<file path="config.mk">
export PLATFORM = sky130hd
export DESIGN_NAME = if_id_stage
export DESIGN_NICKNAME = d
export VERILOG_FILES = /design/src/rtl/mips_pkg.sv /design/src/rtl/ifid_fifo2.sv /design/src/rtl/if_id_stage.sv
export SDC_FILE = /design/constraint.sdc
export NUM_CORES = 1
export LEC_CHECK = 0
export BUFFER_PORTS_ARGS = -buffer_cell sky130_fd_sc_hd__buf_2
export CAP_MARGIN = 20
export CORE_AREA = 2 2 106 108
export CTS_CLUSTER_DIAMETER = 50
export DETAILED_ROUTE_END_ITERATION = 16
export DIE_AREA = 0 0 108 110
export GPL_TIMING_DRIVEN = 0
export PLACE_DENSITY = 0.86
export SYNTH_ARGS = -nofsm -noshare
export SYNTH_HDL_FRONTEND = slang
export SYNTH_SLANG_ARGS = --single-unit
</file>
<file path="constraint.sdc">
create_clock -name clk -period 9.4 [get_ports clk]
set_input_delay 0.94 -clock clk [delete_from_list [all_inputs] [get_ports clk]]
set_output_delay 0.94 -clock clk [all_outputs]
set_load 0.1 [all_outputs]
</file>
<file path="src/rtl/mips_pkg.sv">
// Shared MIPS encoding definitions: field widths, bit positions, opcode/funct
// constants, the canonical NOP word and a field-decode helper.
package mips_pkg;

  localparam int unsigned INSTR_W   = 32;
  localparam int unsigned OPCODE_W  = 6;
  localparam int unsigned REG_W     = 5;
  localparam int unsigned SHAMT_W   = 5;
  localparam int unsigned FUNCT_W   = 6;
  localparam int unsigned IMM_W     = 16;

  localparam int unsigned OPCODE_LSB = 26;
  localparam int unsigned RS_LSB     = 21;
  localparam int unsigned RT_LSB     = 16;
  localparam int unsigned RD_LSB     = 11;
  localparam int unsigned SHAMT_LSB  = 6;
  localparam int unsigned FUNCT_LSB  = 0;
  localparam int unsigned IMM_LSB    = 0;

  localparam logic [OPCODE_W-1:0] OP_RTYPE = 6'h00;
  localparam logic [OPCODE_W-1:0] OP_J     = 6'h02;
  localparam logic [OPCODE_W-1:0] OP_JAL   = 6'h03;
  localparam logic [OPCODE_W-1:0] OP_BEQ   = 6'h04;
  localparam logic [OPCODE_W-1:0] OP_BNE   = 6'h05;
  localparam logic [OPCODE_W-1:0] OP_ADDI  = 6'h08;
  localparam logic [OPCODE_W-1:0] OP_LW    = 6'h23;
  localparam logic [OPCODE_W-1:0] OP_SW    = 6'h2B;

  localparam logic [FUNCT_W-1:0] FN_SLL = 6'h00;
  localparam logic [FUNCT_W-1:0] FN_JR  = 6'h08;
  localparam logic [FUNCT_W-1:0] FN_ADD = 6'h20;
  localparam logic [FUNCT_W-1:0] FN_SUB = 6'h22;

  localparam logic [INSTR_W-1:0] NOP_ENC = 32'h0000_0000;

  typedef struct packed {
    logic [OPCODE_W-1:0] opcode;
    logic [REG_W-1:0]    rs;
    logic [REG_W-1:0]    rt;
    logic [REG_W-1:0]    rd;
    logic [SHAMT_W-1:0]  shamt;
    logic [FUNCT_W-1:0]  funct;
    logic [IMM_W-1:0]    imm16;
  } fields_t;

  function automatic fields_t decode_fields(input logic [INSTR_W-1:0] instr);
    fields_t f;
    f.opcode = instr[OPCODE_LSB +: OPCODE_W];
    f.rs     = instr[RS_LSB     +: REG_W];
    f.rt     = instr[RT_LSB     +: REG_W];
    f.rd     = instr[RD_LSB     +: REG_W];
    f.shamt  = instr[SHAMT_LSB  +: SHAMT_W];
    f.funct  = instr[FUNCT_LSB  +: FUNCT_W];
    f.imm16  = instr[IMM_LSB    +: IMM_W];
    return f;
  endfunction

endpackage

</file>
<file path="src/rtl/ifid_fifo2.sv">
// Two-entry in-order {pc, instr} buffer with read/write pointers and an
// occupancy count; flush empties it and overrides any push/pop that cycle.
module ifid_fifo2
  import mips_pkg::*;
#(
  parameter int unsigned PC_W = 32
) (
  input  logic            clk,
  input  logic            rst_n,
  input  logic            flush_i,
  input  logic            push_i,
  input  logic            pop_i,
  input  logic [PC_W-1:0] wr_pc_i,
  input  logic [PC_W-1:0] wr_instr_i,
  output logic [1:0]      count_o,
  output logic [PC_W-1:0] head_pc_o,
  output logic [PC_W-1:0] head_instr_o
);

  logic [1:0]      count_q, count_d;
  logic            wr_ptr_q, wr_ptr_d;
  logic            rd_ptr_q, rd_ptr_d;
  logic [PC_W-1:0] pc_mem_q    [2];
  logic [PC_W-1:0] instr_mem_q [2];
  logic            do_push, do_pop;

  assign do_push = push_i && (count_q != 2'd2) && !flush_i;
  assign do_pop  = pop_i  && (count_q != 2'd0) && !flush_i;

  always_comb begin
    count_d  = count_q;
    wr_ptr_d = wr_ptr_q;
    rd_ptr_d = rd_ptr_q;
    if (flush_i) begin
      count_d  = '0;
      wr_ptr_d = 1'b0;
      rd_ptr_d = 1'b0;
    end else begin
      if (do_push) wr_ptr_d = ~wr_ptr_q;
      if (do_pop)  rd_ptr_d = ~rd_ptr_q;
      case ({do_push, do_pop})
        2'b10:   count_d = count_q + 2'd1;
        2'b01:   count_d = count_q - 2'd1;
        default: count_d = count_q;
      endcase
    end
  end

  always_ff @(posedge clk) begin
    if (!rst_n) begin
      count_q  <= '0;
      wr_ptr_q <= 1'b0;
      rd_ptr_q <= 1'b0;
    end else begin
      count_q  <= count_d;
      wr_ptr_q <= wr_ptr_d;
      rd_ptr_q <= rd_ptr_d;
    end
  end

  // Storage needs no reset: contents are only observed while count is non-zero.
  always_ff @(posedge clk) begin
    if (rst_n && do_push) begin
      pc_mem_q[wr_ptr_q]    <= wr_pc_i;
      instr_mem_q[wr_ptr_q] <= wr_instr_i;
    end
  end

  assign count_o      = count_q;
  assign head_pc_o    = pc_mem_q[rd_ptr_q];
  assign head_instr_o = instr_mem_q[rd_ptr_q];

endmodule

</file>
<file path="src/rtl/if_id_stage.sv">
// IF/ID pipeline register as a 2-entry skid buffer with MIPS field decode.
// Optional decode stall counter enabled by defining IFID_STALL_CNT_EN.
module if_id_stage
  import mips_pkg::*;
#(
  parameter int unsigned     PC_W      = 32,
  parameter logic [PC_W-1:0] NOP_INSTR = 32'h0000_0000
) (
  input  logic            clk,
  input  logic            rst_n,
  input  logic            if_valid,
  output logic            if_ready,
  input  logic [PC_W-1:0] if_pc,
  input  logic [PC_W-1:0] if_instr,
  input  logic            flush,
  output logic            id_valid,
  input  logic            id_ready,
  output logic [PC_W-1:0] id_pc4,
  output logic [5:0]      id_opcode,
  output logic [4:0]      id_rs,
  output logic [4:0]      id_rt,
  output logic [4:0]      id_rd,
  output logic [4:0]      id_shamt,
  output logic [5:0]      id_funct,
  output logic [15:0]     id_imm16
`ifdef IFID_STALL_CNT_EN
  ,
  output logic [15:0]     stall_cnt
`endif
);

  logic [1:0]      count;
  logic [PC_W-1:0] head_pc, head_instr, instr_sel;
  logic            push, pop;
  fields_t         fields;

  assign if_ready = (count != 2'd2);
  assign id_valid = (count != 2'd0);
  assign push     = if_valid && if_ready && !flush;
  assign pop      = id_valid && id_ready;

  ifid_fifo2 #(.PC_W(PC_W)) u_fifo (
    .clk          (clk),
    .rst_n        (rst_n),
    .flush_i      (flush),
    .push_i       (push),
    .pop_i        (pop),
    .wr_pc_i      (if_pc),
    .wr_instr_i   (if_instr),
    .count_o      (count),
    .head_pc_o    (head_pc),
    .head_instr_o (head_instr)
  );

  assign instr_sel = id_valid ? head_instr : NOP_INSTR;
  assign fields    = decode_fields(instr_sel[INSTR_W-1:0]);
  assign id_pc4    = id_valid ? (head_pc + PC_W'(4)) : '0;

  assign id_opcode = fields.opcode;
  assign id_rs     = fields.rs;
  assign id_rt     = fields.rt;
  assign id_rd     = fields.rd;
  assign id_shamt  = fields.shamt;
  assign id_funct  = fields.funct;
  assign id_imm16  = fields.imm16;

`ifdef IFID_STALL_CNT_EN
  logic [15:0] stall_cnt_q, stall_cnt_d;

  always_comb begin
    stall_cnt_d = stall_cnt_q;
    if (id_valid && !id_ready && (stall_cnt_q != '1)) stall_cnt_d = stall_cnt_q + 16'd1;
  end

  always_ff @(posedge clk) begin
    if (!rst_n) stall_cnt_q <= '0;
    else        stall_cnt_q <= stall_cnt_d;
  end

  assign stall_cnt = stall_cnt_q;
`endif

endmodule

</file>
## Yosys cells after proc, flatten, opt, wreduce, memory -nomap -nowiden

Memories as Yosys holds them, arrays and structs flattened. A register that Yosys moved wholly into a read port is not among the register bits.
Cells that the tools add are included.
Widths: inputs -> output; s select.

| word-level totals | value |
|---|---|
| input bits | 69 |
| output and inout bits | 82 |
| memories | 2 |
| word-level logic and storage cells | 35 |
| register bits | 4 |
| bits in writable memories | 128 |

Memory list:

| name | words | width | read ports | clocked after Yosys merged registers in | wr ports | RTL line | text |
|---|---|---|---|---|---|---|---|
| u_fifo.instr_mem_q | 2 | 32 | 1 | 1 | 1 | ifid_fifo2.sv:24 | `logic [PC_W-1:0] instr_mem_q [2];` |
| u_fifo.pc_mem_q | 2 | 32 | 1 | 1 | 1 | ifid_fifo2.sv:23 | `logic [PC_W-1:0] pc_mem_q [2];` |

| operators by class | value |
|---|---|
| muxes and demuxes | 9 |
| eq/ne operators | 3 |
| $add $sub $neg | 3 |
| reduce and logical (&&, ||, !) cells | 12 |
| bitwise logic cells | 3 |

Operators with widths:

| kind | number |
|---|---|
| $mux 32 | 2 |
| $add 32x3->32 const B | 1 |
| $logic_and 1x1->1 | 8 |
| $mux 1 | 6 |
| $pmux 2 s2 | 1 |
| $reduce_bool 2->1 | 2 |
| $not 1->1 | 3 |
| $add 2x1->2 const B | 1 |
| $eq 2x1->1 const B | 1 |
| $eq 2x2->1 const B | 1 |
| $ne 2x2->1 const B | 1 |
| $reduce_or 2->1 | 1 |
| $sub 2x1->2 const B | 1 |
| $logic_not 1->1 | 1 |

## Depth between registers and ports, before layout

Gate-level depths: netlist of the first run.

| logic depth | value |
|---|---|
| depth after elaboration | 8 |
| gate-level depth with buffers | 14 |
| mapped depth without buffers | 8 |

## Hierarchy

From an unflattened synthesis of the first run, not the netlist that was laid out.

| unflattened totals | value |
|---|---|
| cell total of the unflattened synthesis | 412 |
| area total of the unflattened synthesis | 6003.3 µm² |

Modules (own cells, without submodules):

| module | area each (µm²) | seq. area each (µm²) | cells each | instances |
|---|---|---|---|---|
| ifid_fifo2 | 4833.4 | 3943.8 | 227 | 1 |
| if_id_stage | 1169.9 | 0.0 | 185 | 1 |

## Least setup slack after synthesis of the first run

No wires, ideal clock.

| timing | value |
|---|---|
| kind | reg-to-reg |
| start | register u_fifo.count_q[0], in the netlist u_fifo.count_o[0] |
| end | memory u_fifo.instr_mem_q[0][0] (enable) |
| setup slack | 2.958 ns |
| data required time | 8.836 ns |
| clock period less this slack | 6.442 ns |
| arrival time | 5.877 ns |
| library setup time | 0.564 ns |
| buffers on the path | 0 |
| stages on the path, launching flop included | 4 |
| cell sequence | dfxtp_1 -> nand2b_1 -> nand2_1 -> nor3_1 |

| between the ends | value |
|---|---|
| longest elaborated chain between the ends | 8 |

RTL lines:

| what | RTL line | text |
|---|---|---|
| from (decl) | ifid_fifo2.sv:20 | `logic [1:0] count_q, count_d;` |
| from (signal assigned) | ifid_fifo2.sv:55 | `count_q <= count_d;` |
| $ne 2x2->1 (*) | if_id_stage.sv:37 | `assign if_ready = (count != 2'd2);` |
| net if_ready | if_id_stage.sv:12 | `output logic if_ready,` |
| $logic_and 1x1->1 (2 in a row) | if_id_stage.sv:39 | `assign push = if_valid && if_ready && !flush;` |
| $logic_and 1x1->1 (*) (2 in a row) | ifid_fifo2.sv:27 | `assign do_push = push_i && (count_q != 2'd2) && !flush_i;` |
| $logic_and 1x1->1 (*) | ifid_fifo2.sv:63 | `if (rst_n && do_push) begin` |
| $mux 1 (*) | ifid_fifo2.sv:63 |  |
| $mux 1 (not written as such) (*) | ifid_fifo2.sv:65 | `instr_mem_q[wr_ptr_q] <= wr_instr_i;` |
| to (decl) | ifid_fifo2.sv:24 |  |

Mark *: on every way through the listed nets, which the timed path passes. The rest lies on a longest branch.

==> metrics.csv, run 1 <==
stage;metric;value;unit
final_layout;number of diodes added for antenna fixing;0;
drt;drt wl/cell;18.7;um
timing;final worst-path setup slack;3.67;ns
clock_tree;clock root buffer;sky130_fd_sc_hd__clkbuf_8;
status;outcome;finished, final reports clean;
timing;final critical-path share of the clock period;61.0;%
clock_tree;TritonCTS clock tree;yes;
worst_setup_path;class of the most critical setup path;register to primary output;
logic_synthesis;#FFs+latches synth;133;
timing;transition time at the pin with the least slew margin;1.13;ns
final_layout;register cell area after layout;3940;um^2
min_path;Worst Hold Path Cells;2;
timing;worst slew margin relative to its limit;24.8;%
global_route;first-pass GRT wire length;22.0;mm
worst_setup_path;CP max stage cell;sky130_fd_sc_hd__buf_2;
worst_setup_path;maximum fanout along the worst path;10;
final_layout;combined area of the multi-input logic cells;1930;um^2
clock_tree;clock transition at the registers of the reported paths;0.06;ns
logic_synthesis;most area-consuming cells after synthesis;sky130_fd_sc_hd__edfxtp_1 (63%), sky130_fd_sc_hd__mux2i_1 (7.9%), sky130_fd_sc_hd__nor2_1 (3.4%);
worst_setup_path;Crit. End Element;primary output;
die;cell row count;38;
drt;final wirelength;14.8;mm
die;vertical extent of the die;110;um
worst_setup_path;launching element type of the critical path;register;
die;I/O pin count;151;
logic_synthesis;Yosys top cell area share;62.9;%
clock_tree;count of buffers added by post-CTS timing repair for setup;0;
placement;placed cell area;7190;um^2
final_layout;fillcell total;742;
final_layout;area delta synth->final;26.9;%
timing;setup total negative slack;0;ns
timing;Achievable Freq;0.174;GHz
final_layout;share of layout cells above drive strength 1;36.6;%
drt;drt pass-1 iters;7;
worst_setup_path;series of cell instances along the critical path;buf_6, buf_6, buf_8, buf_2, buf_2, buf_2, buf_2, mux2_2, ha_1, o211a_1, nand4_1, clkbuf_1, o31a_1, nor3_1, buf_2;
logic_synthesis;share of flip-flops with an asynchronous set or reset;0;%
clock_tree;cts bufs inserted;17;
logic_synthesis;cell type contributing the most total cell area after synthesis;sky130_fd_sc_hd__edfxtp_1;
worst_setup_path;Critical Path AT;4.79;ns
final_layout;count of nets after finishing;708;
die;core footprint;10700;um^2
logic_synthesis;syn_area_per_cell;13.4;um^2
clock_tree;Sink Count;133;
timing;clock period minus worst slack;5.73;ns
timing;Setup Skew;0.00657;ns
timing;Slew Limit Fails;0;
min_path;destination of the worst hold path;u_fifo.count_o[1];
drt;number of violations reported at the end of detailed-routing iteration 0;336;
worst_setup_path;worst reg2reg path startpoint;u_fifo.count_o[0];
logic_synthesis;total number of yosys warnings;0;
logic_synthesis;number of enable flip-flop cells after synthesis;128;
placement;number of port buffers;150;
power_and_ir_drop;power per cell area;187;nW/um^2
clock_tree;count of hold-fix buffers inserted at cts;0;
logic_synthesis;sequential cell area fraction in the yosys report;64.5;%
logic_synthesis;most used flip-flop cell after synthesis;sky130_fd_sc_hd__edfxtp_1;
placement;minimum setup slack after placement;4.30;ns
die;Die ar.;11900;um^2
clock_tree;post-cts repair resize count;0;
timing;number of hold violations in the final report;0;
drt;Vias/cell;5.78;
worst_setup_path;crit-path most repeated cell;sky130_fd_sc_hd__buf_2;
global_route;gr usage total;24.9;%
logic_synthesis;syn nets;527;
placement;routability cong.;0.895;
placement;Final HPWL DP;10.6;mm
clock_tree;deepest clock path buffer count;2;
logic_synthesis;Gate Count Post-Synth;456;
die;Starting Density;57.1;%
drt;antenna violation net count after detailed routing;0;
global_route;residual overflow from global routing;0;
min_path;startpoint of the tightest hold check path;u_fifo.count_o[1];
drt;number of design rule violations left after detail routing;0;
die;chip width;108;um
worst_setup_path;depth of the most critical reg-to-reg path;5;
worst_setup_path;delay of the slowest cell on the worst path;0.48;ns
logic_synthesis;distinct cell type count of the synthesized netlist;48;
drt;vias after detailed routing;4566;
global_route;number of antenna violations at the first check in global routing;0;
global_route;pin count of the biggest net entering global routing;17;
final_layout;post-route cell area;7760;um^2
global_route;vias in the first global route;4472;
timing;setup repair after global routing missed its margin;no;
run;Max-Cap Viols;0;
clock_tree;# H-tree levels;4;
worst_setup_path;required arrival time at the worst endpoint;8.46;ns
power_and_ir_drop;cell leakage power;3.00;nW
power_and_ir_drop;Peak supply drop;0.149;mV
clock_tree;Clk Latency, worst-skew pair;0.51;ns
worst_setup_path;capture point of the worst reg-to-reg path;u_fifo.pc_mem_q[0][29];
min_path;type of the worst min-delay path;register to register;
worst_setup_path;Reg2Reg Setup Slack;7.28;ns
timing;Final setup violation count;0;
logic_synthesis;Netlist Area Pre-Place;6110;um^2
[worst max path at each step]
stage                                  from                         to  slack, ns  cells past startpoint
after CTS                          register                 id_pc4[28]       3.71                     15
after detailed placement           register                 id_pc4[28]       4.30                     15
after global routing               register                 id_pc4[28]       3.47                     15
after floorplan           u_fifo.count_o[0]   u_fifo.instr_mem_q[0][0]       2.96                      3
after global placement                flush  u_fifo.instr_mem_q[1][11]       0.84                      3
final                              register                 id_pc4[28]       3.67                     15
[flip-flops by register name, indices dropped and copies added (netlist names), named ones only]
register / count
u_fifo.count_o: 2
u_fifo.instr_mem_q: 64
u_fifo.pc_mem_q: 64
u_fifo.rd_ptr_q: 1
u_fifo.wr_ptr_q: 1
[cell usage after synthesis (5+ instances only)]
master,number
sky130_fd_sc_hd__edfxtp_1,128
sky130_fd_sc_hd__nor2_1,56
sky130_fd_sc_hd__mux2i_1,48
sky130_fd_sc_hd__nand2_1,23
sky130_fd_sc_hd__nand3_1,20
sky130_fd_sc_hd__buf_4,16
sky130_fd_sc_hd__a21oi_1,13
sky130_fd_sc_hd__nand3b_1,13
sky130_fd_sc_hd__mux2_2,12
sky130_fd_sc_hd__buf_2,10
sky130_fd_sc_hd__xnor2_1,10
sky130_fd_sc_hd__clkbuf_1,9
sky130_fd_sc_hd__nor3_1,8
sky130_fd_sc_hd__nand4_1,7
sky130_fd_sc_hd__o21ai_0,6
sky130_fd_sc_hd__xor2_1,6
sky130_fd_sc_hd__dfxtp_1,5
[power breakdown]
group	internal (mW)	switching, mW	leakage, nW	total (mW)
sequential	0.662	0.00498	1.20	0.667
clock	0.379	0.251	0.272	0.630
combinational	0.0356	0.116	1.53	0.152
total	1.08	0.372	3.00	1.45
[cell type report]
type	count	share of cell area, %
repair buffers	162	11.5
multi-input cells	283	24.9
well taps	140	2.26
clock buffers	17	5.34
clock inverters	15	2.00
plain buffers	38	3.11
inverters	2	0.0968
flip-flops and latches	133	50.8
[critical path: cells and delay by family (launching register included)]
kind / cells / cell delay (ns)
AO/OA/AOI/OAI: 2 / 0.60
adder cells (fa/ha/maj): 1 / 0.21
buffers and inverters: 9 / 2.49
flip-flops: 1 / 0.33
multiplexers: 1 / 0.22
AND/OR/NAND/NOR: 2 / 0.43
[layout by cell type, fill, tap and decap left out, types with 5 or more instances in the layout]
cell type,count
sky130_fd_sc_hd__mux2_2,12
sky130_fd_sc_hd__mux2i_1,48
sky130_fd_sc_hd__xor2_1,6
sky130_fd_sc_hd__o21ai_0,6
sky130_fd_sc_hd__a21oi_1,13
sky130_fd_sc_hd__edfxtp_1,128
sky130_fd_sc_hd__nand2_1,23
sky130_fd_sc_hd__buf_2,160
sky130_fd_sc_hd__clkbuf_16,16
sky130_fd_sc_hd__buf_6,9
sky130_fd_sc_hd__nand3b_1,13
sky130_fd_sc_hd__xnor2_1,10
sky130_fd_sc_hd__nor3_1,6
sky130_fd_sc_hd__clkbuf_1,9
sky130_fd_sc_hd__nand4_1,7
sky130_fd_sc_hd__nor2_1,56
sky130_fd_sc_hd__nand3_1,20
sky130_fd_sc_hd__dfxtp_1,5
sky130_fd_sc_hd__buf_4,18
[through the flow]
stage / util, % / hold slack (ns) / total power, mW / instances
after floorplan: - / 0.472 / 0.790 / 456
after global placement: 65.8 / 0.482 / 0.825 / 746
after detailed placement: 67.2 / 0.522 / 0.830 / 758
after CTS: 72.5 / 0.530 / 1.46 / 790
after global routing: 72.5 / 0.583 / 1.49 / 790
final: 72.5 / 0.559 / 1.45 / 790
[cell families after synthesis]
family | count (synthesis) | synth area share (%)
and+or+nand+nor | 159 | 13.3
DFF | 133 | 64.5
muxes | 60 | 10.1
AOI/OAI and AO/OA | 46 | 5.30
buffers and inverters | 40 | 4.07
xor gates and xnor gates | 16 | 2.29
adders and majority gates | 2 | 0.409
[metal layers]
| layer | track usage [%] | vias to the layer above | wire length (um) | share of wire [%] |
|---|---|---|---|---|
| met5 | 0 | - | 0 | 0 |
| met4 | 9.62 | 0 | 205 | 1.4 |
| met3 | 6.94 | 20 | 1340 | 9.1 |
| li1 | - | 2079 | - | - |
| met2 | 43.9 | 244 | 7470 | 50 |
| met1 | 29.2 | 2223 | 5790 | 39 |
No activity file was read; power rests on OpenSTA's default activity.
==> inputs of run 2 (changes only) <==
CORE_AREA = 2 2 116 118   (was 2 2 106 108)
DIE_AREA = 0 0 118 120   (was 0 0 108 110)
PLACE_DENSITY = 0.76   (was 0.86)
clock period = 5 ns   (was 9.4 ns; I/O delays follow)
==> run 2 against run 1 <==
Compared with the run above: clock skew rose by 0.0047 ns; global-route usage is 4.2 points lower; non-clock buffer count unchanged; total power rose by 92%; flip-flop and latch count unchanged; first-iteration DRC count unchanged; worst setup slack lost 3.4 ns; clock-buffer cell count rose by 2; register-to-register slack worse by 4.3 ns; sequential share of layout area shrank 0.74 points; clock power is 97% higher; die area increased by 19%.
==> metrics.csv, run 2 (synthesis gave the netlist of run 1 again) <==
stage;metric;value;unit;change
final_layout;most common library cell in the layout ignoring fill and taps;sky130_fd_sc_hd__buf_2;;
drt;number of design rule violations left after detail routing;0;;unchanged
drt;top layer used by detailed routing;met5;;
die;core footprint;13000;um^2;+21%
final_layout;fillcell total;1034;;+39%
placement;number of port buffers;150;;unchanged
clock_tree;cts bufs inserted;17;;unchanged
drt;vias after detailed routing;4403;;-3.6%
die;vertical extent of the die;120;um;+9.1%
worst_setup_path;Crit. End Element;primary output;;
final_layout;count of nets after finishing;708;;unchanged
die;I/O pin count;151;;unchanged
clock_tree;TritonCTS clock tree;yes;;
placement;Final HPWL DP;10.5;mm;-0.60%
final_layout;share of layout cells above drive strength 1;36.9;%;+0.31 points
power_and_ir_drop;Peak supply drop;0.266;mV;+79%
final_layout;area delta synth->final;28.8;%;
timing;worst slew margin relative to its limit;35.9;%;+11 points
placement;routability cong.;0.876;;-2.0%
worst_setup_path;Critical Path AT;4.25;ns;-0.54 ns
global_route;number of antenna violations at the first check in global routing;1;;+1
die;Die ar.;14200;um^2;+19%
global_route;gr usage total;20.8;%;-4.2 points
min_path;type of the worst min-delay path;input port to register;;
timing;Slew Limit Fails;0;;unchanged
placement;cell count after placement;794;;+4.7%
timing;transition time at the pin with the least slew margin;0.961;ns;-0.166 ns
drt;antenna violation net count after detailed routing;0;;unchanged
drt;drt pass-1 iters;5;;-2
timing;setup total negative slack;0;ns;unchanged
clock_tree;Clk Latency, worst-skew pair;0.42;ns;-0.09 ns
drt;wire length on met2;6.78;mm;-9.2%
clock_tree;count of buffers added by post-CTS timing repair for setup;0;;unchanged
timing;Setup Skew;0.0113;ns;+0.00473 ns
die;Starting Density;47.1;%;-10 points
die;cell row count;42;;+11%
clock_tree;# H-tree levels;4;;unchanged
clock_tree;clock transition at the registers of the reported paths;0.06;ns;about the same
drt;routed length on met1;6.22;mm;+7.5%
drt;final wirelength;14.4;mm;-2.7%
drt;met3 layer wire length in the routed design;1.15;mm;-15%
global_route;vias in the first global route;4492;;+0.45%
global_route;residual overflow from global routing;0;;unchanged
drt;drt wl/cell;17.4;um;-6.9%
timing;number of hold violations in the final report;0;;unchanged
worst_setup_path;launching element type of the critical path;register;;
final_layout;register cell area after layout;3940;um^2;unchanged
global_route;first-pass GRT wire length;22.5;mm;+2.5%
clock_tree;deepest clock path buffer count;2;;unchanged
final_layout;Final Non-Filler Cells;826;;+4.6%
timing;setup repair after global routing missed its margin;no;;
die;chip width;118;um;+9.3%
clock_tree;Sink Count;133;;unchanged
final_layout;combined area of the multi-input logic cells;1950;um^2;+1.0%
timing;clock period minus worst slack;4.75;ns;
timing;Achievable Freq;0.210;GHz;
power_and_ir_drop;cell leakage power;3.01;nW;about the same
worst_setup_path;required arrival time at the worst endpoint;4.50;ns;-3.96 ns
power_and_ir_drop;overall power;2.78;mW;+92%
run;Max-Cap Viols;0;;unchanged
clock_tree;clock root buffer;sky130_fd_sc_hd__clkbuf_16;;
drt;Vias/cell;5.33;;-7.8%
drt;number of violations reported at the end of detailed-routing iteration 0;336;;unchanged
final_layout;number of diodes added for antenna fixing;0;;unchanged
timing;final critical-path share of the clock period;95.1;%;
worst_setup_path;maximum fanout along the worst path;10;;unchanged
worst_setup_path;class of the most critical setup path;register to primary output;;
power_and_ir_drop;power per cell area;353;nW/um^2;+89%
global_route;pin count of the biggest net entering global routing;17;;unchanged
timing;Final setup violation count;0;;unchanged
clock_tree;count of hold-fix buffers inserted at cts;0;;unchanged
final_layout;top library cells by usage in the layout, fill and taps aside;sky130_fd_sc_hd__buf_2 (151), sky130_fd_sc_hd__edfxtp_1 (128), sky130_fd_sc_hd__nor2_1 (56);;
status;outcome;finished, final reports clean;;
## run 2: cell types whose count changed in the layout (fill, tap and decap cells not counted), sizes merged
cell	previous run	this run
clkinvlp	3	4
clkbuf	26	35
buf	191	184
bufinv	2	3
inv	6	2
## run 2: critical path, cell delays in order (launching register included)
cell                       delay [ns]
sky130_fd_sc_hd__dfxtp_1         0.33
sky130_fd_sc_hd__buf_6           0.14
sky130_fd_sc_hd__buf_6           0.14
sky130_fd_sc_hd__buf_8           0.13
sky130_fd_sc_hd__buf_2           0.23
sky130_fd_sc_hd__clkbuf_4        0.28
sky130_fd_sc_hd__clkbuf_4        0.28
sky130_fd_sc_hd__clkbuf_4        0.29
sky130_fd_sc_hd__mux2_2          0.37
sky130_fd_sc_hd__ha_1            0.24
sky130_fd_sc_hd__o211a_1         0.18
sky130_fd_sc_hd__nand4_1         0.16
sky130_fd_sc_hd__clkbuf_1        0.37
sky130_fd_sc_hd__nor2b_1         0.09
sky130_fd_sc_hd__o21ai_1         0.16
sky130_fd_sc_hd__buf_2           0.44
## run 2: final cells by class
type / instances / share of cell area [%]
Clock buffer: 19 / 5.50
Timing Repair Buffer: 162 / 11.5
Inverter: 2 / 0.0954
Buffer: 38 / 3.16
Clock inverter: 13 / 2.02
Sequential cell: 133 / 50.1
Tap cell: 176 / 2.80
Multi-Input combinational cell: 283 / 24.8
## run 2: power by group
| group | switching (mW) | leakage, nW | total (mW) | internal (mW) |
|---|---|---|---|---|
| Combinational | 0.217 | 1.53 | 0.285 | 0.0682 |
| Sequential | 0.00897 | 1.20 | 1.25 | 1.25 |
| Clock | 0.456 | 0.274 | 1.24 | 0.780 |
| Total | 0.683 | 3.01 | 2.78 | 2.09 |
## run 2: final timing paths
kind	startpoint	to	slack [ns]	cells after the start
max reg2reg	u_fifo.count_o[0]	u_fifo.count_o[1]	2.95	7
min reg2reg	u_fifo.rd_ptr_q	u_fifo.rd_ptr_q	0.51	2
max	register	id_pc4[24]	0.25	15
min	if_pc[11]	u_fifo.pc_mem_q[0][11]	0.26	1
## run 2: timing repair
item	in CTS	in global routing
pin swaps	0	0
endpoints found under the setup margin	2	7
gates resized for setup	2	7
## run 2: per-layer routing
metal | global-route usage, % | up-vias
met4 | 7.38 | 2
met5 | 0 | -
met1 | 26.5 | 2099
met2 | 33.1 | 195
li1 | - | 2083
met3 | 7.27 | 24
## run 2: through the flow
| step | instance area (um^2) | hold WS (ns) | worst slack, ns | util (%) |
|---|---|---|---|---|
| floorplan | 6130 | 0.472 | -1.44 | - |
| global placement | 7100 | 0.484 | -3.27 | 54.7 |
| detailed placement | 7260 | 0.501 | 0.416 | 55.9 |
| CTS | 7850 | 0.249 | 0.0225 | 60.5 |
| global route | 7870 | 0.250 | 0.0522 | 60.6 |
| finish | 7870 | 0.264 | 0.247 | 60.6 |
